===== config.mk =====
export PLATFORM = sky130hd
export DESIGN_NAME = hilo_acc_flat
export DESIGN_NICKNAME = d
export VERILOG_FILES = /design/src/rtl/hilo_acc_if.sv /design/src/rtl/hilo_acc.sv /design/src/flat_wrapper.sv
export SDC_FILE = /design/constraint.sdc
export NUM_CORES = 2
export LEC_CHECK = 0
export CORE_UTILIZATION = 45
export DETAILED_ROUTE_END_ITERATION = 10
export HOLD_SLACK_MARGIN = 0.03
export PLACE_DENSITY = 0.76
export REMOVE_ABC_BUFFERS = 1
export SYNTH_ARGS = -nofsm -noshare
export SYNTH_HDL_FRONTEND = slang
export SYNTH_SLANG_ARGS = --single-unit

===== constraint.sdc =====
create_clock -name clk -period 9.2 [get_ports clk]
set_input_delay 0.92 -clock clk [delete_from_list [all_inputs] [get_ports clk]]
set_output_delay 0.92 -clock clk [all_outputs]
set_load 0.1 [all_outputs]

===== src/rtl/hilo_acc_if.sv =====
// HI/LO register-pair bus: direct-write port from WB, accumulate request port
// from EX, and the read/handshake signals going back to the pipeline.
interface hilo_acc_if #(
   parameter int WIDTH = 32
);
   logic             we_hi;
   logic             we_lo;
   logic [WIDTH-1:0] hi_i;
   logic [WIDTH-1:0] lo_i;
   logic             acc_start;
   logic [1:0]       acc_op;
   logic [WIDTH-1:0] acc_a;
   logic [WIDTH-1:0] acc_b;
   logic             flush;
   logic             stall_req;
   logic             acc_done;
   logic [WIDTH-1:0] hi_o;
   logic [WIDTH-1:0] lo_o;

   // Pipeline side: drives requests, observes results.
   modport master (
      output we_hi, we_lo, hi_i, lo_i, acc_start, acc_op, acc_a, acc_b, flush,
      input  stall_req, acc_done, hi_o, lo_o
   );

   // Register-pair side.
   modport slave (
      input  we_hi, we_lo, hi_i, lo_i, acc_start, acc_op, acc_a, acc_b, flush,
      output stall_req, acc_done, hi_o, lo_o
   );
endinterface


===== src/rtl/hilo_acc.sv =====
// HI/LO special-register pair with independent direct writes and a two-cycle
// multiply-accumulate engine (MADD/MADDU/MSUB/MSUBU).
// Edge E0 (IDLE): latch the 2*WIDTH product and the add/sub selector.
// Edge E1 (ACC) : commit {hi,lo} +/- product unless flushed, pulse acc_done.
module hilo_acc #(
   parameter int WIDTH  = 32,
   parameter int BYPASS = 1
) (
   input  logic            clk,
   input  logic            rst,
   hilo_acc_if.slave       io_hilo
);

   typedef enum logic [0:0] {
      ST_IDLE = 1'b0,
      ST_ACC  = 1'b1
   } state_t;

   localparam logic LP_BYPASS = (BYPASS != 0) ? 1'b1 : 1'b0;

   // Extend an operand to 2*WIDTH: zero-extend for unsigned ops, sign-extend
   // otherwise, so one modular multiply serves both flavours.
   function automatic logic [2*WIDTH-1:0] f_extend(
      input logic [WIDTH-1:0] v,
      input logic             is_unsigned
   );
      logic [2*WIDTH-1:0] ext;
      if (is_unsigned) begin
         ext = {{WIDTH{1'b0}}, v};
      end else begin
         ext = {{WIDTH{v[WIDTH-1]}}, v};
      end
      return ext;
   endfunction

   state_t             r_state;
   state_t             w_state_nxt;
   logic [WIDTH-1:0]   r_hi;
   logic [WIDTH-1:0]   r_lo;
   logic [2*WIDTH-1:0] r_prod;
   logic               r_sub;
   logic               r_acc_done;

   logic               w_start;
   logic [2*WIDTH-1:0] w_a_ext;
   logic [2*WIDTH-1:0] w_b_ext;
   logic [2*WIDTH-1:0] w_prod;
   logic [2*WIDTH-1:0] w_acc_sum;
   logic               w_stall;
   logic [WIDTH-1:0]   w_hi_rd;
   logic [WIDTH-1:0]   w_lo_rd;

   // Accept a request only when idle and not being flushed.
   assign w_start = (r_state == ST_IDLE) & io_hilo.acc_start & ~io_hilo.flush;

   // Operand extension and modular 2*WIDTH product.
   always_comb begin
      w_a_ext = f_extend(io_hilo.acc_a, io_hilo.acc_op[0]);
      w_b_ext = f_extend(io_hilo.acc_b, io_hilo.acc_op[0]);
      w_prod  = w_a_ext * w_b_ext;
   end

   // Accumulate adder/subtractor on the full HI:LO value, wrapping silently.
   always_comb begin
      if (r_sub) begin
         w_acc_sum = {r_hi, r_lo} - r_prod;
      end else begin
         w_acc_sum = {r_hi, r_lo} + r_prod;
      end
   end

   // Next-state logic and the combinational stall request.
   always_comb begin
      w_state_nxt = r_state;
      w_stall     = 1'b0;
      case (r_state)
         ST_IDLE: begin
            if (w_start) begin
               w_state_nxt = ST_ACC;
               w_stall     = rst;
            end else begin
               w_state_nxt = ST_IDLE;
               w_stall     = 1'b0;
            end
         end
         ST_ACC: begin
            w_state_nxt = ST_IDLE;
            w_stall     = 1'b0;
         end
         default: begin
            w_state_nxt = ST_IDLE;
            w_stall     = 1'b0;
         end
      endcase
   end

   // State register; reset or any ACC cycle lands back in IDLE.
   always_ff @(posedge clk) begin
      if (!rst) begin
         r_state <= ST_IDLE;
      end else begin
         r_state <= w_state_nxt;
      end
   end

   // HI/LO, latched product and done pulse. Direct writes only land in IDLE;
   // in ACC the accumulate commit owns the registers.
   always_ff @(posedge clk) begin
      if (!rst) begin
         r_hi       <= {WIDTH{1'b0}};
         r_lo       <= {WIDTH{1'b0}};
         r_prod     <= {(2*WIDTH){1'b0}};
         r_sub      <= 1'b0;
         r_acc_done <= 1'b0;
      end else begin
         r_acc_done <= 1'b0;
         case (r_state)
            ST_IDLE: begin
               if (io_hilo.we_hi) begin
                  r_hi <= io_hilo.hi_i;
               end
               if (io_hilo.we_lo) begin
                  r_lo <= io_hilo.lo_i;
               end
               if (w_start) begin
                  r_prod <= w_prod;
                  r_sub  <= io_hilo.acc_op[1];
               end
            end
            ST_ACC: begin
               if (!io_hilo.flush) begin
                  r_hi       <= w_acc_sum[2*WIDTH-1:WIDTH];
                  r_lo       <= w_acc_sum[WIDTH-1:0];
                  r_acc_done <= 1'b1;
               end
            end
            default: begin
               r_acc_done <= 1'b0;
            end
         endcase
      end
   end

   // Read path: forward a same-cycle direct write when bypass is enabled.
   always_comb begin
      if (LP_BYPASS && rst && (r_state == ST_IDLE) && io_hilo.we_hi) begin
         w_hi_rd = io_hilo.hi_i;
      end else begin
         w_hi_rd = r_hi;
      end
      if (LP_BYPASS && rst && (r_state == ST_IDLE) && io_hilo.we_lo) begin
         w_lo_rd = io_hilo.lo_i;
      end else begin
         w_lo_rd = r_lo;
      end
   end

   assign io_hilo.stall_req = w_stall;
   assign io_hilo.acc_done  = r_acc_done;
   assign io_hilo.hi_o      = w_hi_rd;
   assign io_hilo.lo_o      = w_lo_rd;

endmodule

===== src/flat_wrapper.sv =====
// flat-port wrapper written by rule: the top's interface ports become plain ports
module hilo_acc_flat 
#(
   parameter int WIDTH  = 32,
   parameter int BYPASS = 1
)
  (clk, rst, io_hilo_we_hi, io_hilo_we_lo, io_hilo_hi_i, io_hilo_lo_i, io_hilo_acc_start, io_hilo_acc_op, io_hilo_acc_a, io_hilo_acc_b, io_hilo_flush, io_hilo_stall_req, io_hilo_acc_done, io_hilo_hi_o, io_hilo_lo_o);
  hilo_acc_if #(.WIDTH(WIDTH)) io_hilo_i ();
  input  logic clk;
  input  logic rst;
  input wire logic [$bits(io_hilo_i.we_hi)-1:0] io_hilo_we_hi;
  input wire logic [$bits(io_hilo_i.we_lo)-1:0] io_hilo_we_lo;
  input wire logic [$bits(io_hilo_i.hi_i)-1:0] io_hilo_hi_i;
  input wire logic [$bits(io_hilo_i.lo_i)-1:0] io_hilo_lo_i;
  input wire logic [$bits(io_hilo_i.acc_start)-1:0] io_hilo_acc_start;
  input wire logic [$bits(io_hilo_i.acc_op)-1:0] io_hilo_acc_op;
  input wire logic [$bits(io_hilo_i.acc_a)-1:0] io_hilo_acc_a;
  input wire logic [$bits(io_hilo_i.acc_b)-1:0] io_hilo_acc_b;
  input wire logic [$bits(io_hilo_i.flush)-1:0] io_hilo_flush;
  output wire logic [$bits(io_hilo_i.stall_req)-1:0] io_hilo_stall_req;
  output wire logic [$bits(io_hilo_i.acc_done)-1:0] io_hilo_acc_done;
  output wire logic [$bits(io_hilo_i.hi_o)-1:0] io_hilo_hi_o;
  output wire logic [$bits(io_hilo_i.lo_o)-1:0] io_hilo_lo_o;
  assign io_hilo_i.we_hi = io_hilo_we_hi;
  assign io_hilo_i.we_lo = io_hilo_we_lo;
  assign io_hilo_i.hi_i = io_hilo_hi_i;
  assign io_hilo_i.lo_i = io_hilo_lo_i;
  assign io_hilo_i.acc_start = io_hilo_acc_start;
  assign io_hilo_i.acc_op = io_hilo_acc_op;
  assign io_hilo_i.acc_a = io_hilo_acc_a;
  assign io_hilo_i.acc_b = io_hilo_acc_b;
  assign io_hilo_i.flush = io_hilo_flush;
  assign io_hilo_stall_req = io_hilo_i.stall_req;
  assign io_hilo_acc_done = io_hilo_i.acc_done;
  assign io_hilo_hi_o = io_hilo_i.hi_o;
  assign io_hilo_lo_o = io_hilo_i.lo_o;
  hilo_acc #(.WIDTH(WIDTH), .BYPASS(BYPASS)) u_core (.clk(clk), .rst(rst), .io_hilo(io_hilo_i));
endmodule

# Yosys cells after proc, flatten, opt, wreduce, memory -nomap -nowiden
# Index checks and enable logic that the tools add are counted.
# totals
word_cells,39
reg_bits,131
out_inout_bits,66
in_bits,136
# op_classes
mux,16
reduce_logical,7
multipliers,1
eq_ne,3
n_addsub,2
bitwise_logic,4
# ops
operator,count
$mux W32,6
$mux W64,3
$pmux W32 S2,2
$add A64 B64 Y64,1
$mul A64 B64 Y64,1
$sub A64 B64 Y64,1
$reduce_and A2 Y1,4
$ne A2 B2 Y1 const B,3
$pmux W1 S2,2
$logic_and A1 B1 Y1,3
$mux W1,3
$and A1 B1 Y1,2
$not A1 Y1,2

# Longest topological paths before layout
# depth
ltp_word,5
mapped_depth,37
mapped_depth_nobuf,34

# Worst setup path before layout
# Ideal clock, no wire load.
# synth_timing
path_kind,input port to flip-flop
from,input port io_hilo_acc_a[31]
to,register u_core.r_prod[62]
arrival_ns,9.529
setup_time_ns,0.127
path_slack_ns,-0.456
path_buffers,3
cell_stages,30
required_time_ns,9.073
cell_sequence,nor2b_1 clkbuf_1 clkbuf_1 nand2_1 fa_1 inv_1 fa_1 fa_1 inv_1 fa_1 inv_1 fa_1 fa_1 fa_1 fa_1 fa_1 inv_1 fa_1 inv_1 ha_1 clkbuf_1 a21o_1 a21o_1 a21oi_1 nor2_1 a211oi_1 o31a_1 o311ai_1 and3_1 or3_1
# synth_via
elab_chain_cells,2
# synth_rtl
item,line_no,source
from (decl),flat_wrapper.sv:17,input wire logic [$bits(io_hilo_i.acc_a)-1:0] io_hilo_acc_a;
$mux W64,hilo_acc.sv:28,if (is_unsigned) begin
$mul A64 B64 Y64,hilo_acc.sv:60,w_prod = w_a_ext * w_b_ext;
to (signal assigned),hilo_acc.sv:112,r_prod <= {(2*WIDTH){1'b0}};
to (signal assigned),hilo_acc.sv:126,r_prod <= w_prod;
to (decl),hilo_acc.sv:40,logic [2*WIDTH-1:0] r_prod;
# Every way passes these cells.
# A chain may end at the register's enable or synchronous reset.

# Worst setup path in the final report
# layout_timing
from,input port io_hilo_acc_op[0]
to,register u_core.r_prod[58]
# layout_via
elab_chain_cells,2
word_cells_on_any_way,3
cone_classes,mul (1); mux (2)
# layout_rtl
item,line_no,source
from (decl),flat_wrapper.sv:16,input wire logic [$bits(io_hilo_i.acc_op)-1:0] io_hilo_acc_op;
$mux W64,hilo_acc.sv:28,
$mul A64 B64 Y64 (*),hilo_acc.sv:60,
# Mark *: on every way between the ends. The rest lies on a longest branch, timed or not.

==> metrics <==
status complete, no violations; utilization after layout 54.74%; final weighted congestion in routability-driven placement 1.001; initial core utilization 45.43%; Final Slew Violations 0; total of endpoints with negative setup slack in the final report 0; worst hold path type reg -> reg; HPWL after detailed placement 158000 um; post-route antenna net violation count 0; Maximum Capacitance Violations 0; Total Routed Length 189200 um; per-cell via count in the routed design 5.340; worst hold margin 494.9 ps; library cell appearing most often on the critical path fa_1; quantity of hold-fixing buffers added after cts 0; number of optimization iterations in the first detailed-route pass 6; vias in the first global route 51400; Post-synth EDFFs 0; x dimension of the die 364.0 um; worst slew margin relative to its limit 18.48%; Worst Path Required 9570 ps; pin count of the biggest net entering global routing 104; clock tree from TritonCTS yes; total global-route track usage 27.86%; DRC violation count after routing 0; area growth from synthesis to final layout 20.48%; H-Tree Level Count 4; number of synthesized register bits 131; area used by multi-input combinational logic 50050 um2; clock transition at the register clock pins on the worst setup and hold paths after CTS 60 ps; asr flop ratio synth 0%; Seq/Total Area, Yosys 4.447%; Layout Skew 17.31 ps; latest clock arrival within the worst-skew pair 460 ps; Synthesis Warnings 0; start point of the critical path io_hilo_acc_op[0]; Fin. Hold Viols 0; top cell type's share of synthesized area 48.07%; count of fill cells added during filler insertion 11150; number of unique standard cell types used by synthesis 76; Placeable Area 129800 um2; average instance area after synthesis 8.953 um2; Tcrit/Tclk final 98.38%; Synth Flop Type dfxtp_1; Buffers & Inverters on Critical Path 12; die extent in y 364.0 um; CP Class in -> reg; element type at the critical path start primary input; startpoint of the most critical register-to-register path u_core.r_prod[6]$_SDFFE_PN0P_; Max Root-Sink Buffers 2; setup slack after layout 149.5 ps; total CTS buffers 17; global-route wire length before repair 286500 um; die footprint 132500 um2; standard cell with the maximum stage delay on the critical path fa_2; shortest clock period the worst path allows after layout 9051 ps; worst slack at placement -1002 ps; share of post-route cells with drive strength above 1 16.31%; num rows 132; cell area after technology mapping 58980 um2; f_max 0.1105 GHz; unrepaired setup endpoints after global routing yes; ports placed on the boundary 202; Routed WL per cell 20.90 um; Synth area leader fa_1; GRT overflow 0; family of cells with the greatest summed delay on the critical path adder cells; synthesized instance count 6587; total number of vias 48350; crit-path max FO 7; crit path capture type flip-flop; cell at the root of the clock tree clkbuf_16; Port-buffer cells 201; most area-consuming cells after synthesis fa_1 48%, inv_1 10%, ha_1 8.0%; final-stage net count 9226; hold path start u_core.r_hi[6]$_SDFFE_PN0P_; 1st-iter DRT viols 4110; arrival time at the worst endpoint 9420 ps; antenna violations before repair 11; Clock Sink Count 131; Slew @ Worst Pin 1220 ps; slowest cell delay on critical path 640 ps; area taken by flip-flops and latches 2625 um2
worst reg2reg max path, cell delays in order (launching register included):
cell,delay [ps]
dfxtp_1,360
or4_1,620
nor4_1,450
nand3_1,240
nor4b_2,460
a21oi_1,160
xnor2_1,170
ha_1,440
a21oi_1,260
o21ai_0,150
a311oi_1,360
o21ai_0,170
nor3_1,580
a22oi_1,320
a311oi_1,670
xor2_1,230
a21oi_1,90
a31o_1,210
sequential cells by signal (all words and copies together) (netlist names):
| register | flops |
|---|---|
| u_core.r_sub | 1 |
| u_core.r_state | 1 |
| u_core.r_prod | 64 |
| u_core.r_lo | 32 |
| u_core.io_hilo.acc_done | 1 |
| u_core.r_hi | 32 |
final timing paths:
kind | endpoint | slack, ps | cells after the start
max | u_core.r_prod[58]$_SDFFE_PN0P_ | 150 | 32
min | u_core.r_hi[6]$_SDFFE_PN0P_ | 490 | 2
max reg2reg | u_core.r_hi[27]$_SDFFE_PN0P_ | 3170 | 17
min reg2reg | u_core.r_hi[6]$_SDFFE_PN0P_ | 490 | 2
through the flow:
stage	std cells	TNS [ps]	area, um2
floorplan	6258	-11210	57740
global placement	8909	-16830	68110
detailed placement	8909	-19790	68110
CTS	8965	0	69270
global route	9053	-201.1	71050
finish	9054	0	71050
cell type report:
class / instances / area share, %
inverter: 1576 / 8.326
timing repair buffer: 1018 / 13.71
multi-input combinational: 4551 / 70.43
sequential: 131 / 3.694
tap: 1742 / 3.067
antenna: 4 / 0.01409
clock inverter: 14 / 0.1479
clock buffer: 18 / 0.6040
cells in the final DEF (no fill, tap or decap), types with 35 or more instances in the layout:
| cell | n |
|---|---|
| nand3_1 | 45 |
| and2_1 | 619 |
| fa_2 | 70 |
| fa_1 | 1346 |
| clkbuf_16 | 35 |
| inv_1 | 1522 |
| nor2_1 | 130 |
| nand4_1 | 40 |
| mux2_2 | 66 |
| buf_4 | 670 |
| a21o_1 | 86 |
| a21oi_1 | 222 |
| nand2_1 | 688 |
| o21ai_0 | 113 |
| dfxtp_1 | 129 |
| buf_6 | 39 |
| inv_2 | 53 |
| clkdlybuf4s50_1 | 153 |
| xnor2_1 | 178 |
| buf_12 | 80 |
| a31oi_1 | 40 |
| xor2_1 | 52 |
| ha_1 | 360 |
synth_stat cells (5+ instances only):
library cell and count:
nand2b_1 13, and4_1 7, a311oi_1 7, ha_1 379
a21o_1 86, nand4_1 40, nor4_1 12, nand2_1 706
a31oi_1 42, fa_1 1416, dfxtp_1 131, o21bai_1 36
o211a_1 5, or4_1 8, nor2b_1 33, o21a_1 15
clkbuf_1 311, o22ai_1 5, a221oi_1 6, and2_1 636
a31o_2 6, inv_1 1575, xor2_1 52, a21oi_1 245
o21ai_1 5, nand3_1 46, xnor2_1 183, a21boi_0 12
a211oi_1 35, o221ai_1 22, mux2_2 67, nor3_1 37
o211ai_1 20, buf_1 17, and3_1 21, o31ai_1 8
or3_1 7, nor2_1 137, a211o_1 5, o21ai_0 123
what timing repair did:
| action | CTS | global route |
|---|---|---|
| resized for setup | 122 | 294 |
| cloned | 2 | 18 |
| setup buffers | 22 | 69 |
| hold endpoints to repair | 0 | 0 |
| pin swaps | 93 | 191 |
| setup endpoints to repair | 22 | 29 |
kinds of logic after synthesis:
| logic type | after synthesis | share of synthesized area, % |
|---|---|---|
| adders and majority gates | 1796 | 56.12 |
| AOI/OAI and AO/OA | 722 | 7.763 |
| muxes | 71 | 1.347 |
| xor gates and xnor gates | 235 | 3.490 |
| buffers and inverters | 1905 | 12.13 |
| DFF | 131 | 4.447 |
| and+or+nand+nor | 1727 | 14.70 |
layer usage:
layer  vias up  routed length (um)  global-route usage, %
met5         -                 104                      0
met4        10                9362                  10.31
met3       488               16250                  3.893
met2      2270               89820                  46.82
met1     24460               73650                  36.59
li1      21120                   -                      -
Power is not shown: default switching activity piles up to over one toggle a cycle in this logic, so the estimate is an artifact.
